[src/rtl/or3_pkg.sv]
// Shared defaults and helpers for the three-input OR unit.
// Provides the default widths and a width-agnostic saturating increment.
package or3_pkg;

  localparam int unsigned OR3_WIDTH  = 1;
  localparam int unsigned OR3_CNT_W  = 16;
  localparam int unsigned OR3_MAX_CW = 64;

  // All-ones value for a counter of width w (w clipped to 64 bits).
  function automatic logic [OR3_MAX_CW-1:0] cnt_max(input int unsigned w);
    logic [OR3_MAX_CW-1:0] r_max;
    if (w >= OR3_MAX_CW) begin
      r_max = '1;
    end else begin
      r_max = (64'd1 << w) - 64'd1;
    end
    return r_max;
  endfunction

  // Increment that sticks at max_val instead of wrapping.
  function automatic logic [OR3_MAX_CW-1:0] sat_inc(
    input logic [OR3_MAX_CW-1:0] val,
    input logic [OR3_MAX_CW-1:0] max_val
  );
    logic [OR3_MAX_CW-1:0] r_next;
    if (val >= max_val) begin
      r_next = max_val;
    end else begin
      r_next = val + 64'd1;
    end
    return r_next;
  endfunction

endpackage

[src/rtl/or3_cell.sv]
// One-bit combinational three-input OR leaf.
module or3_cell (
  input  logic i_a,
  input  logic i_b,
  input  logic i_c,
  output logic o_y_c
);

  assign o_y_c = i_a | i_b | i_c;

endmodule

[src/rtl/or3_gate_unit.sv]
// Bitwise three-input OR with registered copy, saturating hit counter and optional sticky bits.
// Optional feature macro: OR3_STICKY_EN (per-bit accumulated y with clear).
module or3_gate_unit
  import or3_pkg::*;
#(
  parameter int unsigned WIDTH = OR3_WIDTH,
  parameter int unsigned CNT_W = OR3_CNT_W
) (
  input  logic             clk,
  input  logic             rst_n,
  input  logic [WIDTH-1:0] a,
  input  logic [WIDTH-1:0] b,
  input  logic [WIDTH-1:0] c,
  output logic [WIDTH-1:0] y,
  output logic [WIDTH-1:0] y_q,
  output logic             y_any,
  output logic [CNT_W-1:0] hit_cnt,
  output logic [WIDTH-1:0] sticky,
  input  logic             sticky_clr
);

  localparam logic [OR3_MAX_CW-1:0] CNT_MAX = cnt_max(CNT_W);

  logic [WIDTH-1:0] w_y;
  logic [WIDTH-1:0] r_y_q;
  logic [CNT_W-1:0] r_hit_cnt;

  // One OR leaf per bit; y and y_any stay live through reset.
  for (genvar gi = 0; gi < WIDTH; gi++) begin : g_cell
    or3_cell u_cell (
      .i_a   (a[gi]),
      .i_b   (b[gi]),
      .i_c   (c[gi]),
      .o_y_c (w_y[gi])
    );
  end

  assign y     = w_y;
  assign y_any = |w_y;

  always_ff @(posedge clk) begin
    if (!rst_n) begin
      r_y_q <= '0;
    end else begin
      r_y_q <= w_y;
    end
  end

  // Counts sampled cycles with any output bit high; parks at all-ones.
  always_ff @(posedge clk) begin
    if (!rst_n) begin
      r_hit_cnt <= '0;
    end else if (y_any) begin
      r_hit_cnt <= CNT_W'(sat_inc(OR3_MAX_CW'(r_hit_cnt), CNT_MAX));
    end
  end

  assign y_q     = r_y_q;
  assign hit_cnt = r_hit_cnt;

`ifdef OR3_STICKY_EN
  logic [WIDTH-1:0] r_sticky;

  // Clear has priority over capturing new bits in the same cycle.
  always_ff @(posedge clk) begin
    if (!rst_n) begin
      r_sticky <= '0;
    end else if (sticky_clr) begin
      r_sticky <= '0;
    end else begin
      r_sticky <= r_sticky | w_y;
    end
  end

  assign sticky = r_sticky;
`else
  logic w_unused_sticky_clr;

  assign w_unused_sticky_clr = sticky_clr;
  assign sticky              = '0;
`endif

endmodule

[config.mk]
export PLATFORM = sky130hd
export DESIGN_NAME = or3_gate_unit
export DESIGN_NICKNAME = d
export VERILOG_FILES = /design/src/rtl/or3_pkg.sv /design/src/rtl/or3_cell.sv /design/src/rtl/or3_gate_unit.sv
export SDC_FILE = /design/constraint.sdc
export NUM_CORES = 1
export LEC_CHECK = 0
export BUFFER_PORTS_ARGS = -buffer_cell sky130_fd_sc_hd__buf_2
export CAP_MARGIN = 10
export CELL_PAD_IN_SITES_DETAIL_PLACEMENT = 0
export CELL_PAD_IN_SITES_GLOBAL_PLACEMENT = 2
export CORE_MARGIN = 3
export CORE_UTILIZATION = 28
export CTS_CLUSTER_DIAMETER = 100
export DETAILED_ROUTE_END_ITERATION = 6
export MAX_ROUTING_LAYER = met4
export PLACE_DENSITY = 0.87
export SYNTH_ARGS = -nofsm -noshare
export SYNTH_HDL_FRONTEND = slang
export SYNTH_HIERARCHICAL = 1
export SYNTH_SLANG_ARGS = --single-unit
[constraint.sdc]
create_clock -name clk -period 2.6 [get_ports clk]
set_input_delay 0.26 -clock clk [delete_from_list [all_inputs] [get_ports clk]]
set_output_delay 0.26 -clock clk [all_outputs]
set_load 0.03 [all_outputs]
==> results of run 1 <==
-- worst paths after layout --
| check | startpoint | end | cells after the start |
|---|---|---|---|
| worst max-delay path | hit_cnt[0]$_SDFFE_PN0P_ | hit_cnt[10]$_SDFFE_PN0P_ | 5 |
| worst min-delay path | rst_n | y_q$_SDFF_PN0_ | 2 |
| worst max register to register | hit_cnt[0]$_SDFFE_PN0P_ | hit_cnt[10]$_SDFFE_PN0P_ | 5 |
| worst min register to register | hit_cnt[14]$_SDFFE_PN0P_ | hit_cnt[14]$_SDFFE_PN0P_ | 1 |
-- critical path, cell delays in order (launching register included) --
cell and delay [ns]:
sky130_fd_sc_hd__dfxtp_1 0.40, sky130_fd_sc_hd__ha_1 0.24, sky130_fd_sc_hd__nand3_1 0.12, sky130_fd_sc_hd__or4_4 0.54
sky130_fd_sc_hd__or3_4 0.48, sky130_fd_sc_hd__a21oi_1 0.17
-- registers in the layout, summed over array words and instances (netlist names) --
register  flops
hit_cnt      16
y_q           1
-- metal layers --
metal / up-vias / track usage (%) / wire length (um)
li1: 363 / - / -
met1: 316 / 13.5 / 784
met2: 8 / 17.6 / 838
met3: 2 / 3.02 / 57
met4: 0 / 5.70 / 15
met5: - / - / 0
-- power groups by stage --
stage / Sequential, mW / Combinational [mW] / Clock (mW)
floorplan: 0.290 / 0.0242 / 0
global placement: 0.278 / 0.0466 / 0
detailed placement: 0.278 / 0.0475 / 0
CTS: 0.272 / 0.0475 / 0.144
global route: 0.274 / 0.0511 / 0.155
finish: 0.272 / 0.0469 / 0.136
-- per-stage QoR --
| step | worst slack, ns | cells | util, % |
|---|---|---|---|
| final | 0.610 | 143 | 36.8 |
| after global placement | 0.579 | 139 | 35.8 |
| after global routing | 0.469 | 143 | 36.8 |
| after detailed placement | 0.562 | 139 | 35.8 |
| after CTS | 0.600 | 143 | 36.8 |
| after floorplan | 0.490 | 91 | - |
-- cell type report --
type	instances	area, um2
Sequential cell	17	340
Clock buffer	4	26.3
Timing Repair Buffer	23	115
Fill cell	284	1650
Inverter	3	11.3
Multi-Input combinational cell	66	430
Tap cell	30	37.5
-- placed cells by master, fill, tap and decap left out, types with 2 or more instances in the layout --
cell type and instances:
sky130_fd_sc_hd__clkbuf_4 3, sky130_fd_sc_hd__xor2_1 4, sky130_fd_sc_hd__nand2_1 10, sky130_fd_sc_hd__xnor2_1 7
sky130_fd_sc_hd__nor3_1 3, sky130_fd_sc_hd__nand3_1 3, sky130_fd_sc_hd__a21oi_1 13, sky130_fd_sc_hd__inv_1 3
sky130_fd_sc_hd__nor2_1 4, sky130_fd_sc_hd__mux2i_1 2, sky130_fd_sc_hd__nand4_1 4, sky130_fd_sc_hd__buf_2 23
sky130_fd_sc_hd__dfxtp_1 17
-- cell families after synthesis --
kind of cell	synth area share, %
AOI/OAI and AO/OA	13.2
adders and majority gates	1.53
xor gates and xnor gates	11.8
other	0.459
buffers and inverters	5.66
muxes	2.45
DFF	41.7
and+or+nand+nor	23.3
==> flow_metrics.env, run 1 <==
export IMPL_outcome="finished clean"
export IMPL_critical_path_max_fanout=13
export IMPL_antenna_violating_nets_post_route=0
export IMPL_core_um2=2610
export IMPL_syn_area_per_cell_um2=8.98
export IMPL_p_int_mw=0.342
export IMPL_post_dp_cell_area_um2=935
export IMPL_via_count=689
export IMPL_clock_path_buffers=2
export IMPL_slew_viol_final=0
export IMPL_synthArstFlopShare_pct=0
export IMPL_rsz0062_at_grt="no"
export IMPL_die_area_um2=3600
export IMPL_io_pins=26
export IMPL_drt_initial_drc_count=5
export IMPL_syn_to_final_growth_pct=17.6
export IMPL_wl_um=1700
export IMPL_total_power_mw=0.454
export IMPL_cts_buf_count=3
export IMPL_clock_tree_htree_level_count=1
export IMPL_antenna_found_initial=0
export IMPL_holdBufCountCts=0
export IMPL_cts_resized_gates=0
export IMPL_initial_core_util_pct=31.3
export IMPL_skew_ns=0.00898
export IMPL_nNetsFinal=121
export IMPL_powerDensity_nw_per_um2=473
export IMPL_vias_in_the_first_global_route=663
export IMPL_worst_hold_path_type="input pin to register"
export IMPL_synth_edff_count=0
export IMPL_cts_tree="done"
export IMPL_grt_ovfl_total=0
export IMPL_min_period_ns=1.99
export IMPL_ys_warnings_count=6
export IMPL_sequentialPowerShare_pct=59.9
export IMPL_yosys_cell_types_count=31
export IMPL_top_cell_types_by_occurrence_after_synthesis="sky130_fd_sc_hd__dfxtp_1 (17), sky130_fd_sc_hd__a21oi_1 (13), sky130_fd_sc_hd__nand2_1 (10)"
export IMPL_synth_flop_type="sky130_fd_sc_hd__dfxtp_1"
export IMPL_root_buf_cell="sky130_fd_sc_hd__clkbuf_4"
export IMPL_synthesis_nets=98
export IMPL_report_final_setup_viol=0
export IMPL_drc_errors=0
export IMPL_biggest_area_contributors_in_the_synthesized_netlist="sky130_fd_sc_hd__dfxtp_1 (42%), sky130_fd_sc_hd__a21oi_1 (8.0%), sky130_fd_sc_hd__xnor2_1 (7.5%), sky130_fd_sc_hd__nand2_1 (4.6%), sky130_fd_sc_hd__xor2_1 (4.3%)"
export IMPL_synth_seq_cells=17
export IMPL_maximum_clock_frequency_mhz=503
export IMPL_switching_power_mw=0.113
export IMPL_clk_insertion_delay_late_ns=0.28
export IMPL_routed_wire_length_per_instance_um=11.9
export IMPL_endpoint_kind="register"
export IMPL_power_switching_fraction_pct=24.8
export IMPL_port_buffers=23
export IMPL_worst_endpoint_arrival_ns=2.21
export IMPL_timing_worst_setup_path_type="register to register"
export IMPL_final_period_utilization_pct=76.5
export IMPL_avgViaCountPerCell=4.82
export IMPL_grt_max_degree=15
export IMPL_peakVddDrop_mv=0.269
export IMPL_global_route_wire_length_before_repair_um=2990
export IMPL_dieWidth_um=60.0
export IMPL_total_number_of_placement_rows=18
export IMPL_final_layout_size_suffix_gt1_share_pct=28.3
export IMPL_post_cts_buffers=0
export IMPL_finalHoldViolations=0
export IMPL_synth_area_leader_cell="sky130_fd_sc_hd__dfxtp_1"
export IMPL_pwr_share_comb_pct=10.3
export IMPL_synthMostInstantiatedCell="sky130_fd_sc_hd__dfxtp_1"
export IMPL_cap_violations=0
export IMPL_synth_top_cell_area_share_pct=41.7
export IMPL_dp_hpwl_um=1250
export IMPL_syn_cell_area_um2=817
export IMPL_clock_sink_count=17
export IMPL_hold_worst_slack_ns=0.238
export IMPL_synthesis_instances=91
export IMPL_critical_path_required_ns=2.82
export IMPL_setup_tns_final_ns=0
export IMPL_finalWeightedCongestion=0.674
export IMPL_setup_reg_to_reg_worst_slack_ns=0.61
export IMPL_worst_setup_hold_path_clk_slew_ns=0.10
export IMPL_synth_sequential_area_ratio_pct=41.7
export IMPL_floorplan_die_height_um=60.0
export IMPL_startpoint_type="register"
export IMPL_static_leakage_power_nw=0.398
export IMPL_antennaDiodeCount=0
export IMPL_postLayoutCellArea_um2=961
export IMPL_clock_power_share_pct=29.8
export IMPL_detailedRoute_firstPassIterationCount=4
export IMPL_grtUsageTotal_pct=11.4
No activity file was read; power rests on OpenSTA's default activity.
==> run 2, diff against run 1 <==
--- a/config.mk
+++ b/config.mk
@@ -5,12 +5,13 @@
 export SDC_FILE = /design/constraint.sdc
 export NUM_CORES = 1
 export LEC_CHECK = 0
+export ABC_AREA = 1
 export BUFFER_PORTS_ARGS = -buffer_cell sky130_fd_sc_hd__buf_2
 export CAP_MARGIN = 10
 export CELL_PAD_IN_SITES_DETAIL_PLACEMENT = 0
 export CELL_PAD_IN_SITES_GLOBAL_PLACEMENT = 2
 export CORE_MARGIN = 3
-export CORE_UTILIZATION = 28
+export CORE_UTILIZATION = 27
 export CTS_CLUSTER_DIAMETER = 100
 export DETAILED_ROUTE_END_ITERATION = 6
 export MAX_ROUTING_LAYER = met4
==> constraint.sdc (replaced) <==
create_clock -name clk -period 2.05 [get_ports clk]
set_input_delay 0.205 -clock clk [delete_from_list [all_inputs] [get_ports clk]]
set_output_delay 0.205 -clock clk [all_outputs]
set_load 0.03 [all_outputs]
==> run 2 against run 1 <==
  * Final cell count rose by 52%
  * Highest routed layer unchanged
  * Synthesized cell count is 64% higher
  * Combinational power up 33%
  * Sequential share of layout area fell by 7.2 points
  * Largest cell class unchanged
  * Critical path type unchanged
  * Total power grew 47%
  * Worst setup slack got worse by 0.0087 ns
  * Wire length increased by 40%
==> flow_metrics.env, run 2 <==
export IMPL_report_final_setup_viol=0
export IMPL_cpPeakStageDelay_ns=0.41
export IMPL_total_power_mw=0.669
export IMPL_grt_ovfl_total=0
export IMPL_post_cts_buffers=0
export IMPL_layout_commonest_cell="sky130_fd_sc_hd__nand2_1"
export IMPL_maximum_clock_frequency_mhz=690
export IMPL_final_layout_size_suffix_gt1_share_pct=23.8
export IMPL_post_dp_cell_area_um2=1160
export IMPL_routed_wire_length_per_instance_um=10.9
export IMPL_via_count=945
export IMPL_holdBufCountCts=0
export IMPL_critical_path_depth=9
export IMPL_filler_cell_count=397
export IMPL_worst_hold_path_stage_count=3
export IMPL_dp_hpwl_um=1830
export IMPL_synth_edff_count=0
export IMPL_place_detailed_instances=214
export IMPL_timing_worst_setup_path_type="register to register"
export IMPL_clock_tree_htree_level_count=1
export IMPL_synth_seq_cells=17
export IMPL_antenna_found_initial=0
export IMPL_buffers_plus_inverters_on_the_worst_setup_path=2
export IMPL_root_buf_cell="sky130_fd_sc_hd__clkbuf_8"
export IMPL_clock_sink_count=17
export IMPL_drt_initial_drc_count=34
export IMPL_wl_um=2370
export IMPL_floorplan_die_height_um=67.3
export IMPL_setup_tns_final_ns=0
export IMPL_slew_viol_final=0
export IMPL_min_period_ns=1.45
export IMPL_antenna_violating_nets_post_route=0
export IMPL_biggest_area_contributors_in_the_synthesized_netlist="sky130_fd_sc_hd__dfxtp_1 (34%), sky130_fd_sc_hd__nand2_1 (15%), sky130_fd_sc_hd__inv_1 (8.1%), sky130_fd_sc_hd__a21oi_1 (4.9%), sky130_fd_sc_hd__nand3_1 (4.4%)"
export IMPL_worst_setup_hold_path_clk_slew_ns=0.07
export IMPL_synth_top_cell_area_share_pct=33.6
export IMPL_ys_warnings_count=6
export IMPL_detailedRoute_firstPassIterationCount=4
export IMPL_grtUsageTotal_pct=12.4
export IMPL_total_number_of_placement_rows=21
export IMPL_synthArstFlopShare_pct=0
export IMPL_endpoint_kind="register"
export IMPL_final_period_utilization_pct=70.6
export IMPL_dieWidth_um=67.3
export IMPL_syn_cell_area_um2=1010
export IMPL_io_pins=26
export IMPL_synthesis_instances=149
export IMPL_outcome="finished clean"
export IMPL_rsz0062_at_grt="no"
export IMPL_avgViaCountPerCell=4.33
export IMPL_core_um2=3470
export IMPL_initial_core_util_pct=29.2
export IMPL_finalHoldViolations=0
export IMPL_cap_violations=0
export IMPL_global_route_wire_length_before_repair_um=4020
export IMPL_crit_path_cell_trace="ha_1 > nand2_4 > clkinv_2 > nand2_4 > nor2_4 > nand3_4 > nand3_1 > nand2_1 > inv_1"
export IMPL_clock_path_buffers=2
export IMPL_nNetsFinal=180
export IMPL_yosys_cell_types_count=27
export IMPL_cpMaxStageDelayCell="sky130_fd_sc_hd__dfxtp_1"
export IMPL_cts_tree="done"
export IMPL_path_delay_family="simple AND/OR/NAND/NOR gates"
export IMPL_synth_area_leader_cell="sky130_fd_sc_hd__dfxtp_1"
export IMPL_critical_path_max_fanout=10
export IMPL_syn_to_final_growth_pct=18.9
export IMPL_synth_sequential_area_ratio_pct=33.6
export IMPL_powerDensity_nw_per_um2=556
export IMPL_worst_hold_path_type="input pin to register"
export IMPL_antennaDiodeCount=0
export IMPL_worst_r2r_cell_count=9
export IMPL_synthMostInstantiatedCell="sky130_fd_sc_hd__nand2_1"
export IMPL_skew_ns=0.00707
export IMPL_synthesis_nets=156
export IMPL_static_leakage_power_nw=0.586
export IMPL_top_cell_types_by_occurrence_after_synthesis="sky130_fd_sc_hd__nand2_1 (41), sky130_fd_sc_hd__inv_1 (22), sky130_fd_sc_hd__dfxtp_1 (17)"
export IMPL_postLayoutCellArea_um2=1200
export IMPL_finalNonFillerCells=218
export IMPL_worst_path_most_repeated_cell="sky130_fd_sc_hd__nand2_4"
export IMPL_synth_flop_type="sky130_fd_sc_hd__dfxtp_1"
export IMPL_worst_endpoint_arrival_ns=1.65
export IMPL_finalWeightedCongestion=0.823
export IMPL_cts_resized_gates=0
export IMPL_die_area_um2=4520
export IMPL_clk_insertion_delay_late_ns=0.26
export IMPL_startpoint_type="register"
export IMPL_drc_errors=0
export IMPL_final_cell_utilization_of_the_core_pct=34.7
export IMPL_vias_in_the_first_global_route=873
export IMPL_largest_register_ffs=16
export IMPL_grt_max_degree=11
export IMPL_leading_cell_types_in_the_layout_fill_and_taps_excluded="sky130_fd_sc_hd__nand2_1 (41), sky130_fd_sc_hd__buf_2 (23), sky130_fd_sc_hd__inv_1 (22)"
export IMPL_port_buffers=23
export IMPL_cts_buf_count=3
export IMPL_peakVddDrop_mv=0.354
export IMPL_syn_area_per_cell_um2=6.80
export IMPL_critical_path_required_ns=2.26
run 2: area by class of cell:
type                    count  area, um2  area share (%)
flip-flops and latches     17        340            28.2
inverters                  25       95.1            7.89
repair buffers             23        115            9.55
multi-input cells         103        551            45.7
clock buffers               3       41.3            3.43
well taps                  46       57.6            4.78
clock inverters             1       5.00           0.415
run 2: metal layers:
metal	part of all wire [%]	track usage, %
met1	47	14.9
met2	47	19.4
met3	4.4	3.99
met5	0	-
met4	1.4	4.56
run 2: where the power goes:
| group | switching [mW] | total, mW | leakage (nW) | internal (mW) |
|---|---|---|---|---|
| Clock | 0.127 | 0.262 | 0.0255 | 0.135 |
| Sequential | 0.00763 | 0.345 | 0.138 | 0.337 |
| Combinational | 0.0432 | 0.0623 | 0.423 | 0.0191 |
run 2: worst paths after layout:
path / start / to / slack (ns)
setup reg to reg: hit_cnt[0]$_SDFFE_PN0P_ / hit_cnt[13]$_SDFFE_PN0P_ / 0.60
hold / removal: rst_n / hit_cnt[9]$_SDFFE_PN0P_ / 0.25
hold reg to reg: hit_cnt[12]$_SDFFE_PN0P_ / hit_cnt[12]$_SDFFE_PN0P_ / 0.49
setup / recovery: hit_cnt[0]$_SDFFE_PN0P_ / hit_cnt[13]$_SDFFE_PN0P_ / 0.60
run 2: per-stage QoR:
| step | setup WS, ns | hold WS (ns) |
|---|---|---|
| after floorplan | 0.539 | 0.468 |
| after global placement | 0.606 | 0.477 |
| after detailed placement | 0.574 | 0.489 |
| after CTS | 0.577 | 0.242 |
| after global routing | 0.464 | 0.243 |
| final | 0.602 | 0.245 |
run 2: cell families after synthesis:
family | share of synthesized area [%]
buf+inv | 12.1
flops | 33.6
other cells | 0.370
compound gates | 8.89
xor+xnor | 5.19
simple gates | 38.6
fa+ha+maj | 1.23
run 2: worst register-to-register path, stage by stage, from the launching register on:
cell and delay (ns):
sky130_fd_sc_hd__dfxtp_1 0.41, sky130_fd_sc_hd__ha_1 0.24, sky130_fd_sc_hd__nand2_4 0.07, sky130_fd_sc_hd__clkinv_2 0.08, sky130_fd_sc_hd__nand2_4 0.07, sky130_fd_sc_hd__nor2_4 0.15
sky130_fd_sc_hd__nand3_4 0.16, sky130_fd_sc_hd__nand3_1 0.12, sky130_fd_sc_hd__nand2_1 0.05, sky130_fd_sc_hd__inv_1 0.04
